**config.mk**
```make
export PLATFORM = sky130hd
export DESIGN_NAME = lomo_frame_sequencer_flat
export DESIGN_NICKNAME = d
export VERILOG_FILES = /design/src/rtl/lomo_frame_sequencer_if.sv /design/src/rtl/lomo_frame_sequencer.sv /design/src/flat_wrapper.sv
export SDC_FILE = /design/constraint.sdc
export NUM_CORES = 1
export LEC_CHECK = 0
export ABC_AREA = 1
export CORE_ASPECT_RATIO = 1.75
export CORE_UTILIZATION = 40
export DETAILED_ROUTE_END_ITERATION = 12
export PLACE_DENSITY = 0.71
export SYNTH_ARGS = -nofsm -noshare
export SYNTH_HDL_FRONTEND = slang
export SYNTH_SLANG_ARGS = --single-unit
export TNS_END_PERCENT = 30
```
**constraint.sdc**
```tcl
create_clock -name clk -period 2.3 [get_ports clk]
set_input_delay 0.69 -clock clk [delete_from_list [all_inputs] [get_ports clk]]
set_output_delay 0.69 -clock clk [all_outputs]
set_load 0.1 [all_outputs]
```
**src/rtl/lomo_frame_sequencer_if.sv**
```systemverilog
// Word fetch handshake between the frame sequencer (master) and the frame word
// multiplexer (slave): registered request with index, acknowledge with data.
interface lomo_frame_sequencer_if #(
  parameter int W = 16
);
  logic         word_req;
  logic [4:0]   word_idx;
  logic [W-1:0] word_data;
  logic         word_ack;

  modport master (
    output word_req,
    output word_idx,
    input  word_data,
    input  word_ack
  );

  modport slave (
    input  word_req,
    input  word_idx,
    output word_data,
    output word_ack
  );
endinterface

```
**src/rtl/lomo_frame_sequencer.sv**
```systemverilog
// LOMO serial frame sequencer: derives the line clock from the sync strobe and
// shifts each string's words MSB first, prefetching one word over the fetch handshake.
module lomo_frame_sequencer #(
  parameter int WORDS_PER_STR = 20,
  parameter int BITS_PER_WORD = 16,
  parameter int STR_W         = 6,
  parameter int FRM_W         = 9
) (
  input  logic                  clk,
  input  logic                  reset,
  input  logic                  en,
  input  logic                  sync,
  lomo_frame_sequencer_if.master wbus,
  output logic [STR_W-1:0]      str_num,
  output logic [FRM_W-1:0]      frm_num,
  output logic                  MK,
  output logic                  CLK,
  output logic                  DAT,
  output logic                  busy,
  output logic                  underrun
);

  typedef enum logic [1:0] {IDLE, FETCH0, SHIFT} state_t;

  localparam int                CNT_W    = $clog2(BITS_PER_WORD);
  localparam logic [4:0]        LAST_IDX = 5'(WORDS_PER_STR - 1);
  localparam logic [CNT_W-1:0]  LAST_BIT = CNT_W'(BITS_PER_WORD - 1);

  state_t                   state_q, state_d;
  logic [2:0]               sync_q, sync_d;
  logic                     clk_q, clk_d;
  logic                     dat_q, dat_d;
  logic                     mk_q, mk_d;
  logic                     und_q, und_d;
  logic [BITS_PER_WORD-1:0] sh_q, sh_d;
  logic [BITS_PER_WORD-1:0] buf_q, buf_d;
  logic                     buf_vld_q, buf_vld_d;
  logic [CNT_W-1:0]         cnt_q, cnt_d;
  logic [4:0]               cur_idx_q, cur_idx_d;
  logic [4:0]               idx_q, idx_d;
  logic                     req_q, req_d;
  logic                     pend_q, pend_d;
  logic [STR_W-1:0]         str_q, str_d;
  logic [FRM_W-1:0]         frm_q, frm_d;
  logic [BITS_PER_WORD-1:0] load_word;
  logic                     front;
  logic                     ack;

  function automatic logic [4:0] next_idx(input logic [4:0] i);
    return (i == LAST_IDX) ? 5'd0 : i + 5'd1;
  endfunction

  assign front = sync_q[1] & ~sync_q[2];
  assign ack   = req_q & wbus.word_ack;

  always_comb begin
    state_d   = state_q;
    sync_d    = {sync_q[1:0], sync};
    clk_d     = clk_q;
    dat_d     = dat_q;
    mk_d      = mk_q;
    und_d     = 1'b0;
    sh_d      = sh_q;
    buf_d     = buf_q;
    buf_vld_d = buf_vld_q;
    cnt_d     = cnt_q;
    cur_idx_d = cur_idx_q;
    idx_d     = idx_q;
    req_d     = req_q;
    pend_d    = pend_q;
    str_d     = str_q;
    frm_d     = frm_q;
    load_word = '0;

    case (state_q)
      IDLE: begin
        if (en) begin
          state_d = FETCH0;
          idx_d   = 5'd0;
          req_d   = 1'b1;
        end
      end

      FETCH0: begin
        if (ack) begin
          sh_d      = wbus.word_data;
          dat_d     = wbus.word_data[BITS_PER_WORD-1];
          mk_d      = 1'b1;
          cnt_d     = LAST_BIT;
          cur_idx_d = 5'd0;
          req_d     = 1'b0;
          pend_d    = 1'b1;
          idx_d     = next_idx(5'd0);
          state_d   = SHIFT;
        end
      end

      SHIFT: begin
        // Every load drops the request for one cycle, then asks for the following word.
        if (pend_q) begin
          req_d  = 1'b1;
          pend_d = 1'b0;
        end
        if (ack) begin
          buf_d     = wbus.word_data;
          buf_vld_d = 1'b1;
          req_d     = 1'b0;
        end
        if (front) begin
          if (!clk_q) begin
            clk_d = 1'b1;
          end else begin
            clk_d = 1'b0;
            if (cnt_q != '0) begin
              sh_d  = sh_q << 1;
              dat_d = sh_q[BITS_PER_WORD-2];
              cnt_d = cnt_q - 1'b1;
            end else begin
              if (cur_idx_q == LAST_IDX) begin
                str_d = str_q + 1'b1;
                if (&str_q) frm_d = frm_q + 1'b1;
              end
              if ((cur_idx_q == LAST_IDX) && !en) begin
                state_d   = IDLE;
                dat_d     = 1'b0;
                mk_d      = 1'b0;
                buf_vld_d = 1'b0;
                req_d     = 1'b0;
                pend_d    = 1'b0;
                cur_idx_d = 5'd0;
              end else begin
                // An acknowledge landing on the boundary itself feeds the shifter directly.
                if (buf_vld_q) begin
                  load_word = buf_q;
                end else if (ack) begin
                  load_word = wbus.word_data;
                end else begin
                  load_word = '0;
                  und_d     = 1'b1;
                end
                sh_d      = load_word;
                dat_d     = load_word[BITS_PER_WORD-1];
                mk_d      = (next_idx(cur_idx_q) == 5'd0);
                cnt_d     = LAST_BIT;
                cur_idx_d = next_idx(cur_idx_q);
                buf_vld_d = 1'b0;
                req_d     = 1'b0;
                pend_d    = 1'b1;
                idx_d     = next_idx(next_idx(cur_idx_q));
              end
            end
          end
        end
      end

      default: state_d = IDLE;
    endcase
  end

  always_ff @(posedge clk or negedge reset) begin
    if (!reset) begin
      state_q   <= IDLE;
      sync_q    <= '0;
      clk_q     <= 1'b0;
      dat_q     <= 1'b0;
      mk_q      <= 1'b0;
      und_q     <= 1'b0;
      sh_q      <= '0;
      buf_q     <= '0;
      buf_vld_q <= 1'b0;
      cnt_q     <= '0;
      cur_idx_q <= '0;
      idx_q     <= '0;
      req_q     <= 1'b0;
      pend_q    <= 1'b0;
      str_q     <= '0;
      frm_q     <= '0;
    end else begin
      state_q   <= state_d;
      sync_q    <= sync_d;
      clk_q     <= clk_d;
      dat_q     <= dat_d;
      mk_q      <= mk_d;
      und_q     <= und_d;
      sh_q      <= sh_d;
      buf_q     <= buf_d;
      buf_vld_q <= buf_vld_d;
      cnt_q     <= cnt_d;
      cur_idx_q <= cur_idx_d;
      idx_q     <= idx_d;
      req_q     <= req_d;
      pend_q    <= pend_d;
      str_q     <= str_d;
      frm_q     <= frm_d;
    end
  end

  assign wbus.word_req = req_q;
  assign wbus.word_idx = idx_q;
  assign str_num       = str_q;
  assign frm_num       = frm_q;
  assign MK            = mk_q;
  assign CLK           = clk_q;
  assign DAT           = dat_q;
  assign busy          = (state_q != IDLE);
  assign underrun      = und_q;

endmodule
```
**src/flat_wrapper.sv**
```systemverilog
// flat-port wrapper written by rule: the top's interface ports become plain ports
module lomo_frame_sequencer_flat 
#(
  parameter int WORDS_PER_STR = 20,
  parameter int BITS_PER_WORD = 16,
  parameter int STR_W         = 6,
  parameter int FRM_W         = 9
)
  (clk, reset, en, sync, str_num, frm_num, MK, CLK, DAT, busy, underrun, wbus_word_req, wbus_word_idx, wbus_word_data, wbus_word_ack);
  lomo_frame_sequencer_if wbus_i ();
  input  logic clk;
  input  logic reset;
  input  logic en;
  input  logic sync;
  output logic [STR_W-1:0] str_num;
  output logic [FRM_W-1:0] frm_num;
  output logic MK;
  output logic CLK;
  output logic DAT;
  output logic busy;
  output logic underrun;
  output wire logic [$bits(wbus_i.word_req)-1:0] wbus_word_req;
  output wire logic [$bits(wbus_i.word_idx)-1:0] wbus_word_idx;
  input wire logic [$bits(wbus_i.word_data)-1:0] wbus_word_data;
  input wire logic [$bits(wbus_i.word_ack)-1:0] wbus_word_ack;
  assign wbus_word_req = wbus_i.word_req;
  assign wbus_word_idx = wbus_i.word_idx;
  assign wbus_i.word_data = wbus_word_data;
  assign wbus_i.word_ack = wbus_word_ack;
  lomo_frame_sequencer #(.WORDS_PER_STR(WORDS_PER_STR), .BITS_PER_WORD(BITS_PER_WORD), .STR_W(STR_W), .FRM_W(FRM_W)) u_core (.clk(clk), .reset(reset), .en(en), .sync(sync), .wbus(wbus_i), .str_num(str_num), .frm_num(frm_num), .MK(MK), .CLK(CLK), .DAT(DAT), .busy(busy), .underrun(underrun));
endmodule
```
**After elaboration in Yosys (flattened, before gate mapping)**

Index checks and enable logic that the tools add are counted.
Widths: inputs -> output; s select.

- Bits in registers: 72
- Bits of input ports: 21
- Output and inout bits: 26
- Word-level logic and storage cells: 129

- Add/sub/neg operators: 5
- Equal/unequal tests: 12
- Mux-type cells: 73
- Bitwise operators: 4
- Reductions and logical operators: 19

Operator list:

| cell | number |
|---|---|
| $mux 15 | 5 |
| $mux 5 | 13 |
| $mux 1 | 33 |
| $mux 16 | 2 |
| $pmux 15 s2 | 1 |
| $mux 4 | 5 |
| $pmux 5 s3 | 1 |
| $reduce_and 5->1 | 3 |
| $mux 2 | 6 |
| $reduce_and 11->1 | 1 |
| $add 5x1->5 const B | 2 |
| $eq 5x5->1 const B | 2 |
| $pmux 5 s2 | 1 |
| $add 9x1->9 const B | 1 |
| $ne 2x1->1 const B | 4 |
| $pmux 4 s2 | 1 |
| $reduce_and 7->1 | 1 |
| $add 6x1->6 const B | 1 |
| $ne 2x2->1 const B | 3 |
| $pmux 1 s2 | 3 |
| $pmux 2 s3 | 1 |
| $reduce_and 2->1 | 3 |
| $reduce_and 6->1 | 1 |
| $logic_not 5->1 | 1 |
| other kinds (15) | 18 |

**Depth between registers and ports, before layout**

- Word-level depth: 9
- Depth in mapped cells: 11
- Depth with buffers taken out: 11

**Least setup slack after synthesis**

No wires, ideal clock.

- Kind: register to register
- Start: reg u_core.frm_q[1] (netlist: u_core.frm_num[1])
- End: reg u_core.frm_q[8] (netlist: u_core.frm_num[8])
- Setup time: 0.120 ns
- Arrival: 1.973 ns
- Path slack: 0.207 ns
- Cell stages (with the launch flop): 8
- Period minus slack after synthesis: 2.093 ns
- Cell sequence: dfrtp_1 -> ha_1 -> nand3_1 -> nor2_1 -> nand3_1 -> xnor2_1 -> nand3_1 -> nand2_1

- Longest elaborated chain between the ends: 1

Ends and longest elaborated chain:

| item | RTL line | text |
|---|---|---|
| from (decl) | lomo_frame_sequencer.sv:44 | `logic [FRM_W-1:0] frm_q, frm_d;` |
| from (signal assigned) | lomo_frame_sequencer.sv:194 | `frm_q <= frm_d;` |
| $add 9x1->9 | lomo_frame_sequencer.sv:121 | `if (&str_q) frm_d = frm_q + 1'b1;` |

Every way passes these cells.
A chain may end at the register's enable or synchronous reset.

**Worst setup path after layout**

- Start: reg u_core.state_q[1]
- End: out busy

- Longest elaborated chain between the ends: 1

Ends and longest elaborated chain:

| item | RTL line | text |
|---|---|---|
| from (decl) | lomo_frame_sequencer.sv:29 | `state_t state_q, state_d;` |
| from (signal assigned) | lomo_frame_sequencer.sv:179 | `state_q <= state_d;` |
| $reduce_bool 2->1 | lomo_frame_sequencer.sv:205 | `assign busy = (state_q != IDLE);` |
| to (decl) | flat_wrapper.sv:20 | `output logic busy;` |

Every way passes these cells.

==> metrics.md <==
| Metric | Value |
|---|---|
| Clock Skews | 4.518 ps |
| Async SR Flop Fraction | 100.0% |
| First-pass GRT wire length | 13.86 mm |
| Fraction of power consumed by combinational cells | 39.8% |
| Proportion of netlist area held by the largest area contributor | 48.35% |
| Final RePlAce weighted congestion | 0.8730 |
| Total negative slack for setup checks | 0 ps |
| Top post-synthesis cells by count | 122 x sky130_fd_sc_hd__nand2_1, 72 x sky130_fd_sc_hd__dfrtp_1, 39 x sky130_fd_sc_hd__nand3_1 |
| Leakage | 2.385 nW |
| Clock latency on the worst-skew pair | 330 ps |
| Clock root buffer master | sky130_fd_sc_hd__clkbuf_16 |
| Critical Path RT | 1610 ps |
| Share of synthesized area occupied by flip-flops and latches | 48.35% |
| Signed area change from the synthesized netlist to the final layout | 27.57% |
| CTS max path bufs | 2 |
| Width of the die | 74.96 µm |
| Minimum clock period after layout | 2079 ps |
| Most common cell in the netlist | sky130_fd_sc_hd__nand2_1 |
| Synth Warn # | 0 |
| DR iter-0 viols | 129 |
| Sum of routed wire length over all layers | 7.961 mm |
| Setup crit start kind | register |
| Clock H-tree levels | 3 |
| Antenna Violating Nets Remaining | 0 |
| Vias in the first global route | 3122 |
| Vias per cell | 4.969 |
| Total via count in the routed design | 3061 |
| Die span in y | 129.7 µm |
| I/O pin total | 47 |
| Pin count of the biggest net entering global routing | 31 |
| Class of the most critical setup path | register to output port |
| Worst min path class | input port to async pin |
| Share of cells above drive strength 1 | 17.94% |
| Final net count | 521 |
| WL/cell | 12.92 µm |
| P_int | 0.003529 W |
| Post-route DRC violation count | 0 |
| Number of buffers added by the clock tree synthesis step | 9 |
| Number of buffers added on ports | 46 |
| Clock tree from TritonCTS | yes |
| # Post-CTS Setup Buffers | 0 |
| Distinct cells, synth | 33 |
| Gr usage total | 18.85% |
| Floorplan core area | 9036 µm² |
| CP Data Arrival Time | 1390 ps |
| Max-cap violations | 0 |
| Fin. Hold Viols | 0 |
| Clock transition at path regs | 60 ps |
| Maximum clock frequency | 0.4811 GHz |
| Top fanout value on the critical path | 4 |
| Mean instance size in the synthesized netlist | 8.585 µm² |
| Total congestion overflow after global routing | 0 |
| Number of antenna violations at the first check in global routing | 0 |
| Count of clock tree sinks | 72 |
| Netlist area before placement | 3726 µm² |
| Detailed-router iteration count before antenna repair | 4 |
| Number of flops mapped to enable cells by yosys | 0 |
| Outcome | finished, final reports clean |
| Total nets after synthesis | 464 |
| Total power consumption of the routed design | 0.005728 W |
| Slew at the pin with the worst max-slew slack | 530.7 ps |
| Fraction of power consumed by the clock network | 27.1% |
| Total half-perimeter wirelength after legalization and detailed placement | 6.005 mm |
| Kind of end point of the critical path | output port |
| P per Cell Area | 1205 nW/µm² |
| Final max-slew violation count | 0 |
| Initial cell density of the core | 41.24% |
| Synth Register Bits | 72 |
| Number of gates resized after cts | 0 |
| Relative slew slack | 64.62% |
| Synth Instances | 434 |
| Library cell occupying the most area in the post-synthesis netlist | sky130_fd_sc_hd__dfrtp_1 |
| DIE AREA | 9720 µm² |
| Switching power of the nets | 0.002199 W |
| Count of standard-cell rows | 46 |
| Sequential share of power | 33.1% |
| Net Sw Frac | 38.39% |
| Main area contributors after synthesis | sky130_fd_sc_hd__dfrtp_1 48%, sky130_fd_sc_hd__nand2_1 12%, sky130_fd_sc_hd__nand3_1 5.2%, sky130_fd_sc_hd__mux2_2 4.5%, sky130_fd_sc_hd__o21ai_0 4.3% |
| Number of inserted diodes | 0 |
| Period utilization | 90.37% |
| Dominant register cell in the synthesized netlist | sky130_fd_sc_hd__dfrtp_1 |
| CTS hold repair buffers | 0 |
| Worst VDD drop | 592.8 µV |
| Setup violators final | 0 |
| Setup repair after global routing missed its margin | no |
[layout by cell type, fill, tap and decap left out, types with 2 or more instances in the layout]
cell,n
sky130_fd_sc_hd__nand2_1,122
sky130_fd_sc_hd__dfrtp_1,72
sky130_fd_sc_hd__nand3_1,39
sky130_fd_sc_hd__inv_1,38
sky130_fd_sc_hd__o21ai_0,32
sky130_fd_sc_hd__buf_4,27
sky130_fd_sc_hd__nor2_1,24
sky130_fd_sc_hd__clkdlybuf4s50_1,19
sky130_fd_sc_hd__a21oi_1,18
sky130_fd_sc_hd__mux2_2,15
sky130_fd_sc_hd__buf_12,11
sky130_fd_sc_hd__clkbuf_16,9
sky130_fd_sc_hd__xor2_1,8
sky130_fd_sc_hd__xnor2_1,8
sky130_fd_sc_hd__ha_1,8
sky130_fd_sc_hd__nand4_1,5
sky130_fd_sc_hd__o22ai_1,4
sky130_fd_sc_hd__nand2_2,3
sky130_fd_sc_hd__nor2_4,3
sky130_fd_sc_hd__o21ai_2,3
sky130_fd_sc_hd__bufinv_16,3
sky130_fd_sc_hd__clkinv_1,2
sky130_fd_sc_hd__inv_2,2
sky130_fd_sc_hd__nand2_4,2
sky130_fd_sc_hd__o211ai_1,2
sky130_fd_sc_hd__o21ai_1,2
sky130_fd_sc_hd__clkinv_2,2
[state kept, by name, indices dropped and copies added (netlist names), 2 cells and up]
register / flops
u_core.buf_q: 16
u_core.cnt_q: 4
u_core.sh_q: 15
u_core.state_q: 2
u_core.wbus.word_idx: 5
u_core.str_num: 6
u_core.cur_idx_q: 5
u_core.sync_q: 3
u_core.frm_num: 9
[final timing paths]
kind	start	end	slack (ps)	depth (start not counted)
max reg2reg	u_core.state_q[0]	u_core.MK	290	9
min in group clk	u_core.sync_q[0]	u_core.sync_q[1]	360	0
max	u_core.state_q[1]	busy	220	4
max in group asynchronous	reset	u_core.buf_q[0]	1420	2
min reg2reg	u_core.sync_q[0]	u_core.sync_q[1]	360	0
min	reset	u_core.sync_q[0]	340	1
[stage by stage]
step / util, % / hold slack (ps) / cells / setup slack [ps] / instance area, µm²
3_3_place_gp: 48.85 / 346.3 / 600 / 61.45 / 4414
4_1_cts: 52.58 / 356.6 / 616 / 139.9 / 4751
3_5_place_dp: 48.85 / 344.1 / 600 / 25.28 / 4414
2_1_floorplan: - / 331.2 / 434 / 206.8 / 3726
6_report: 52.60 / 343.3 / 616 / 221.5 / 4753
5_1_grt: 52.60 / 365.1 / 616 / 123.3 / 4753
[power by group through the flow]
stage	logic (W)	registers [W]	clock network [W]
after global placement	0.00221	0.00189	0
after global routing	0.00253	0.00193	0.00164
after CTS	0.00229	0.00189	0.00159
after detailed placement	0.00228	0.00191	0
after floorplan	0.00130	0.00217	0
final	0.00228	0.00190	0.00155
[routing by layer]
metal / global-route usage, % / wire length (µm) / vias to the layer above
li1: - / - / 1529
met1: 20.45 / 3074 / 1440
met2: 33.33 / 4368 / 67
met3: 3.733 / 227 / 25
met4: 10.32 / 290 / 0
met5: 0 / 0 / -
[worst max-delay path, stage by stage (launching register included)]
cell and delay, ps:
sky130_fd_sc_hd__dfrtp_1 420, sky130_fd_sc_hd__inv_1 110, sky130_fd_sc_hd__ha_1 190, sky130_fd_sc_hd__inv_1 140, sky130_fd_sc_hd__buf_12 190
[area by class of cell]
type	instances	area, µm²
timing repair buffer	58	618.1
sequential	72	1802
inverter	42	157.7
fill	800	4283
multi-input combinational	308	1689
clock inverter	6	107.6
clock buffer	10	229.0
tap	120	150.1
[kinds of logic (layout without fill, tap and decap cells)]
logic type | count (synthesis) | count (layout) | share of synthesized area (%)
AND/OR/NAND/NOR | 206 | 206 | 24.98
AO/OA/AOI/OAI | 62 | 62 | 8.966
flip-flops | 72 | 72 | 48.35
adder cells (fa/ha/maj) | 9 | 9 | 3.022
XOR/XNOR | 16 | 16 | 3.761
multiplexers | 15 | 15 | 4.533
buffers and inverters | 54 | 116 | 6.380
No activity file was read; power rests on OpenSTA's default activity.
